[src/rtl/nonce_collector_if.sv]
// Bundles the serial nonce source side and the parallel nonce sink side of nonce_collector.
// ovf_count exists only when COLLECTOR_OVF_CNT_EN is defined.
interface nonce_collector_if;
  logic        newnonce;
  logic        nonce_i;
  logic        overflow_i;
  logic        read;
  logic [31:0] nonce_o;
  logic        nonce_valid;
  logic        nonce_ready;
`ifdef COLLECTOR_OVF_CNT_EN
  logic [15:0] ovf_count;

  modport master (
    output newnonce, nonce_i, overflow_i, nonce_ready,
    input  read, nonce_o, nonce_valid, ovf_count
  );
  modport slave (
    input  newnonce, nonce_i, overflow_i, nonce_ready,
    output read, nonce_o, nonce_valid, ovf_count
  );
`else
  modport master (
    output newnonce, nonce_i, overflow_i, nonce_ready,
    input  read, nonce_o, nonce_valid
  );
  modport slave (
    input  newnonce, nonce_i, overflow_i, nonce_ready,
    output read, nonce_o, nonce_valid
  );
`endif
endinterface

[src/rtl/nonce_collector.sv]
// Collects 32-bit nonces from a serial source (LSB first) into a valid/ready output register.
// Optional saturating overflow counter enabled by COLLECTOR_OVF_CNT_EN.
module nonce_collector (
  input logic              clk,
  input logic              rst,
  nonce_collector_if.slave bus
);

  typedef enum logic {IDLE, SHIFT} state_t;

  state_t      state, state_nxt;
  logic [4:0]  bit_cnt;
  logic [31:0] shreg;
  logic [31:0] nonce_q;
  logic        valid_q;
  logic        read_block;  // suppresses read for one IDLE cycle after reset or a SHIFT exit
  logic        start;
  logic        last;

  // NOTE: every combinational output gets a default first so no path can infer a latch.
  always_comb begin
    state_nxt = state;
    start     = 1'b0;
    last      = 1'b0;
    case (state)
      IDLE: begin
        if (!read_block && bus.newnonce && (!valid_q || bus.nonce_ready)) begin
          start     = 1'b1;
          state_nxt = SHIFT;
        end
      end
      SHIFT: begin
        if (bit_cnt == 5'd31) begin
          last      = 1'b1;
          state_nxt = IDLE;
        end
      end
      default: state_nxt = IDLE;
    endcase
  end

  // NOTE: sequential state uses non-blocking assignments so every flop samples pre-edge values.
  always_ff @(posedge clk or posedge rst) begin
    if (rst) begin
      state      <= IDLE;
      bit_cnt    <= 5'd0;
      shreg      <= 32'd0;
      read_block <= 1'b1;
    end else begin
      state      <= state_nxt;
      read_block <= last;
      // Bit 0 arrives in the read cycle, so sampling starts there; the counter wraps 31->0 at exit.
      if (start || state == SHIFT) begin
        shreg[bit_cnt] <= bus.nonce_i;
        bit_cnt        <= bit_cnt + 5'd1;
      end
    end
  end

  // Output register: a finished word always lands; otherwise a handshake drops valid.
  always_ff @(posedge clk or posedge rst) begin
    if (rst) begin
      nonce_q <= 32'd0;
      valid_q <= 1'b0;
    end else if (last) begin
      nonce_q <= {bus.nonce_i, shreg[30:0]};
      valid_q <= 1'b1;
    end else if (valid_q && bus.nonce_ready) begin
      valid_q <= 1'b0;
    end
  end

  assign bus.read        = start;
  assign bus.nonce_o     = nonce_q;
  assign bus.nonce_valid = valid_q;

`ifdef COLLECTOR_OVF_CNT_EN
  logic [15:0] ovf_q;

  always_ff @(posedge clk or posedge rst) begin
    if (rst) begin
      ovf_q <= 16'd0;
    end else if (bus.overflow_i && ovf_q != 16'hFFFF) begin
      ovf_q <= ovf_q + 16'd1;
    end
  end

  assign bus.ovf_count = ovf_q;
`else
  logic ovf_unused;
  assign ovf_unused = bus.overflow_i;
`endif

endmodule

[src/flat_wrapper.sv]
// flat-port wrapper written by rule: the top's interface ports become plain ports
module nonce_collector_flat 
  (clk, rst, bus_newnonce, bus_nonce_i, bus_overflow_i, bus_nonce_ready, bus_read, bus_nonce_o, bus_nonce_valid);
  nonce_collector_if bus_i ();
  input logic clk;
  input logic rst;
  input wire logic [$bits(bus_i.newnonce)-1:0] bus_newnonce;
  input wire logic [$bits(bus_i.nonce_i)-1:0] bus_nonce_i;
  input wire logic [$bits(bus_i.overflow_i)-1:0] bus_overflow_i;
  input wire logic [$bits(bus_i.nonce_ready)-1:0] bus_nonce_ready;
  output wire logic [$bits(bus_i.read)-1:0] bus_read;
  output wire logic [$bits(bus_i.nonce_o)-1:0] bus_nonce_o;
  output wire logic [$bits(bus_i.nonce_valid)-1:0] bus_nonce_valid;
  assign bus_i.newnonce = bus_newnonce;
  assign bus_i.nonce_i = bus_nonce_i;
  assign bus_i.overflow_i = bus_overflow_i;
  assign bus_i.nonce_ready = bus_nonce_ready;
  assign bus_read = bus_i.read;
  assign bus_nonce_o = bus_i.nonce_o;
  assign bus_nonce_valid = bus_i.nonce_valid;
  nonce_collector u_core (.clk(clk), .rst(rst), .bus(bus_i));
endmodule
[config.mk]
export PLATFORM = sky130hd
export DESIGN_NAME = nonce_collector_flat
export DESIGN_NICKNAME = d
export VERILOG_FILES = /design/src/rtl/nonce_collector_if.sv /design/src/rtl/nonce_collector.sv /design/src/flat_wrapper.sv
export SDC_FILE = /design/constraint.sdc
export NUM_CORES = 1
export LEC_CHECK = 0
export CAP_MARGIN = 40
export CORE_AREA = 2 2 70 89
export DETAILED_ROUTE_END_ITERATION = 12
export DIE_AREA = 0 0 72 91
export GPL_ROUTABILITY_DRIVEN = 0
export GPL_TIMING_DRIVEN = 0
export PLACE_DENSITY = 0.74
export REMOVE_ABC_BUFFERS = 1
export SLEW_MARGIN = 30
export SYNTH_ARGS = -nofsm -noshare
export SYNTH_HDL_FRONTEND = slang
export SYNTH_SLANG_ARGS = --single-unit
[constraint.sdc]
create_clock -name clk -period 2.85 [get_ports clk]
set_clock_uncertainty 0.1 [all_clocks]
set_input_delay 0.4275 -clock clk [delete_from_list [all_inputs] [get_ports clk]]
set_output_delay 0.4275 -clock clk [all_outputs]
set_load 0.03 [all_outputs]
# ---- Word level (Yosys, flattened, before mapping)
# Index checks and enable logic that the tools add are counted.
dict set report totals {
  romBits 0
  latch_bits 0
  output_inout_bits 34
  n_memories 0
  register_bits 72
  elab_cells 31
  ramBits 0
  input_bits 6
}
dict set report classes {
  n_reduce_logical 9
  n_addsub 1
  mul 0
  n_lt_le_gt_ge 2
  n_eq_ne 1
  n_bitwise 1
  div 0
  muxes 11
  shifts 0
}
# operator n
set ops {}
lappend ops {{bitwise mux 32 bit} 1}
lappend ops {{two-way mux 1 bit} 8}
lappend ops {{less-than comparator 5 x 6 -> 1 bit (second input constant)} 1}
lappend ops {{adder 5 x 1 -> 5 bit (second input constant)} 1}
lappend ops {{demux 1 bit (select 5 bit)} 1}
lappend ops {{equality test 5 bit (second input constant)} 1}
lappend ops {{greater-or-equal comparator 5 x 1 -> 1 bit (second input constant)} 1}
lappend ops {{logical AND 1 bit} 4}
lappend ops {{logical NOT 1 bit} 2}
lappend ops {{logical OR 1 bit} 2}
lappend ops {{one-hot mux 1 bit (2 select lines)} 1}
lappend ops {{nonzero test 2 bit} 1}
lappend ops {{NOT 1 bit} 1}

# ---- Depth between registers and ports, before layout
dict set report depth {
  word_depth 6
  depth_mapped 7
  ltp_nobuf 5
}

# ---- Worst setup path after synthesis
# OpenSTA, ideal clock, no wires.
dict set report synth_timing {
  kind {reg2reg}
  start {reg u_core.bit_cnt[0]}
  end {reg u_core.nonce_q[10], in the netlist u_core.bus.nonce_o[10]}
  path_slack_ps 758
  period_less_slack_ps 2092
  path_buffers 2
  required_time_ps 2625
  t_arrival_ps 1867
  setup_time_ps 125
  stages_incl_launch_ff 8
  cell_sequence {dfrtp_1 ha_1 clkbuf_1 and3_1 ha_1 nand2_1 buf_2 mux2_2}
}
dict set report synth_between {
  elab_chain_cells 3
}
# element line
set synth_lines {}
lappend synth_lines {{start: declaration} nonce_collector.sv:12} ;# logic [4:0] bit_cnt;
lappend synth_lines {{start signal: assignment} nonce_collector.sv:55} ;# bit_cnt <= bit_cnt + 5'd1;
lappend synth_lines {{equality test 5 bit} nonce_collector.sv:33} ;# if (bit_cnt == 5'd31) begin
lappend synth_lines {{two-way mux 1 bit} nonce_collector.sv:33}
lappend synth_lines {{two-way mux 1 bit} nonce_collector.sv:25} ;# case (state)
lappend synth_lines {{end signal: assignment} nonce_collector.sv:66} ;# nonce_q <= {bus.nonce_i, shreg[30:0]};
lappend synth_lines {{end: declaration} nonce_collector.sv:14} ;# logic [31:0] nonce_q;
# Every way passes these cells.
# A chain may end at the register's enable or synchronous reset.

# ---- Worst setup path after layout
dict set report layout_timing {
  start {in bus_nonce_ready}
  end {out bus_read}
}
dict set report layout_between {
  elab_chain_cells 4
}
# element line
set layout_lines {}
lappend layout_lines {{start: declaration} flat_wrapper.sv:10} ;# input wire logic [$bits(bus_i.nonce_ready)-1:0] bus_nonce_ready;
lappend layout_lines {{logical OR 1 bit} nonce_collector.sv:27} ;# if (!read_block && bus.newnonce && (!valid_q || bus.nonce_ready)) begin
lappend layout_lines {{logical AND 1 bit} nonce_collector.sv:27}
lappend layout_lines {{two-way mux 1 bit} nonce_collector.sv:27}
lappend layout_lines {{two-way mux 1 bit} nonce_collector.sv:25}
lappend layout_lines {{end: declaration} flat_wrapper.sv:11} ;# output wire logic [$bits(bus_i.read)-1:0] bus_read;
# Every way passes these cells.

==> results by group <==
Clocking
  • PostCTS Resize Cnt: 0
  • Worst-Skew Late Latency: 0.34 ns
  • CTS buffer count: 9
  • Clock Pin Slew Worst Setup and Hold Paths: 0.07 ns
  • Clock sinks: 71
  • CTS root buffer: clkbuf_8
  • Hold_buf cts: 0
  • CTS tree: yes
  • Clock buffer depth: 2
  • Post-CTS Setup Bufs: 0
  • H-Tree Depth: 3

Routing
  • Drt pass-1 iters: 4
  • Vias per Instance: 5.37
  • First DRT Iteration DRCs: 95
  • Total detailed-routing wirelength: 4.85 mm
  • Antenna viol nets, final: 0
  • DR vias: 1,728
  • Post-route DRC: 0
  • Wire length per cell: 15.1 µm

Place
  • IO buf count: 38
  • Cells after DPL: 305
  • Hpwl dp: 3.11 mm

Final layout
  • Core Util, Final: 63.7%
  • Final cell count without fillers: 322
  • Fill cells: 454
  • N_diodes: 0
  • Nets: 262
  • Area grow syn2layout: 21.0%
  • Layout cells sized above 1: 33.6%

Global routing
  • Initial antenna violation count: 0
  • Largest net degree at the start of global routing: 46
  • First-pass GRT wire length: 8.35 mm
  • GRT Total Usage: 16.7%
  • Number of global-route vias before repair: 1,794
  • Congestion Overflow GR: 0

Worst setup path
  • Crit Path Class: in2out
  • Critical Path RT: 2.32 ns
  • Critical Path Max Stage Delay: 0.66 ns
  • CP delay by family, top: buffers and inverters
  • Startpoint types: primary input
  • R2r startpoint: u_core.bit_cnt[0]
  • Critical Path Sink Type: primary output
  • R2R Setup Slk: 0.69 ns
  • FF-to-FF End: u_core.bus.nonce_o[5]
  • Crit path launch: bus_nonce_ready
  • CP most frequent cell: clkdlybuf4s50_1
  • Worst path cell trace: clkdlybuf4s50_1, nand2b_4, and4b_1, clkdlybuf4s50_1
  • End of the critical path: bus_read
  • Crit Path Max Fanout: 3
  • Worst reg2reg path depth: 6
  • Buf/Inv on CP: 2
  • CP Data Arrival Time: 1.85 ns
  • Cell count along the critical path: 4
  • Critical Path Slowest Stage Cell: clkdlybuf4s50_1

Synthesis
  • Cells after Synth: 215
  • Seq/Total Area, Yosys: 59.3%
  • Synth Area in Compound Gates: 0.459%
  • Synth Area in Adders: 2.09%
  • Yosys reg bits: 71
  • Synth Cell Area: 3000 µm²
  • Largest family of logic cells by synthesized area: multiplexers
  • Main synth FF type: dfrtp_1
  • Post-synthesis xor/xnor area fraction: 0.876%
  • Post-synth ARST share: 100%
  • Syn Area/Cell: 14.0 µm²
  • Simple-gate share of the synthesized area: 9.38%
  • Number of synthesized flops with an enable pin: 0
  • Yosys cell types: 25
  • Synthesis warning total: 0
  • Multiplexer share of the synthesized area: 24.0%

Status
  • Status: finished clean

STA
  • Max-slew violations: 0
  • Final Hold Viols: 0
  • Rel. slew slack: 49.7%
  • Fin crit share: 83.3%
  • Final count of negative-setup-slack endpoints: 0
  • Min Tclk post-route: 2.37 ns
  • RSZ-0062 raised after global routing: false
  • Fmax: 0.421 GHz
  • Slew @ Worst Pin: 0.754 ns

Power
  • Pwr dens: 1150 nW/µm²
  • Peak supply drop: 0.000619 V
  • Pleak: 1.65 nW

Die
  • Core Rows: 31
  • Initial core utilization: 52.6%
  • Die width: 72 µm
  • Die area: 6550 µm²
  • I/O pin cnt: 40
  • Die Y: 91 µm
  • Core region area: 5700 µm²

Flow run
  • Max-cap violations: 0

Hold path
  • Hold WC Path Type: in2async
## per-stage QoR
| stage | hold WS [ns] | worst slack, ns | area, µm² | total power, mW | setup TNS (ns) |
|---|---|---|---|---|---|
| after detailed placement | 0.382 | 0.418 | 3410 | 3.42 | 0 |
| after global routing | 0.335 | 0.453 | 3630 | 4.42 | 0 |
| after floorplan | 0.360 | 0.447 | 2900 | 2.80 | 0 |
| final | 0.310 | 0.476 | 3630 | 4.16 | 0 |
| after global placement | 0.375 | -0.643 | 3360 | 3.36 | -45.84 |
| after CTS | 0.308 | 0.414 | 3610 | 4.21 | 0 |
## cells by family after synthesis
group,Yosys count
XOR/XNOR,3
buffers and inverters,21
multiplexers,64
AO/OA/AOI/OAI,2
adder cells (fa/ha/maj),5
flip-flops,71
AND/OR/NAND/NOR,49
## per-layer routing
metal  up-vias  track usage (%)  part of all wire [%]
li1        823                -                     -
met1       859             20.9                    43
met2        36             26.3                    50
met3        10             5.55                   4.1
met4         0             7.08                   2.2
met5         -                0                     0
## worst min path at each step
| stage | startpoint | end |
|---|---|---|
| 2_1_floorplan | u_core.shreg[7] | u_core.shreg[7] |
| 4_1_cts | rst | u_core.shreg[12] |
| 3_3_place_gp | u_core.shreg[8] | u_core.shreg[8] |
| 5_1_grt | rst | u_core.shreg[2] |
| 6_report | rst | u_core.bus.nonce_o[6] |
| 3_5_place_dp | u_core.shreg[8] | u_core.shreg[8] |
## cell usage in the layout (no fill, tap or decap), types with 3 or more instances in the layout
| cell | netlist | routed |
|---|---|---|
| nand2_1 | 5 | 4 |
| dfrtp_1 | 70 | 70 |
| clkinv_2 | 0 | 3 |
| nand3_1 | 31 | 31 |
| mux2_1 | 4 | 4 |
| xnor2_1 | 3 | 3 |
| mux2_2 | 60 | 60 |
| inv_1 | 5 | 4 |
| clkbuf_8 | 0 | 10 |
| clkdlybuf4s50_1 | 0 | 38 |
| ha_1 | 5 | 5 |
## cells in the mapped netlist (2+ instances only)
cell type	count	share of area (%)
buf_6	4	1.5
nand3_1	31	5.2
and3b_1	2	0.58
and3_1	2	0.42
mux2_2	60	23
nand2_1	5	0.63
clkbuf_1	7	0.88
inv_1	5	0.63
buf_2	4	0.67
nor3b_2	2	0.83
dfrtp_1	70	58
xnor2_1	3	0.88
mux2_1	4	1.5
ha_1	5	2.1
## report_power, final
| part | switching (mW) | internal [mW] |
|---|---|---|
| combinational | 0.840 | 0.818 |
| sequential | 0.268 | 1.45 |
| clock | 0.361 | 0.423 |
| total | 1.47 | 2.70 |
## cell type report
type	count	area (µm²)	share of cell area, %
inverter	5	21.3	0.586
multi-input combinational	123	1110	30.5
tap	66	82.6	2.28
clock buffer	10	138	3.79
sequential	71	1780	49.0
timing repair buffer	41	443	12.2
clock inverter	6	60.1	1.65
## sequential cells by signal (all words and copies together), names as in the netlist
| name | count |
|---|---|
| u_core.bus.nonce_o | 32 |
| u_core.shreg | 31 |
| u_core.bit_cnt | 5 |
| u_core.bus.nonce_valid | 1 |
| u_core.read_block | 1 |
| u_core.state | 1 |
Note: power is estimated with default switching activity, not from simulation.
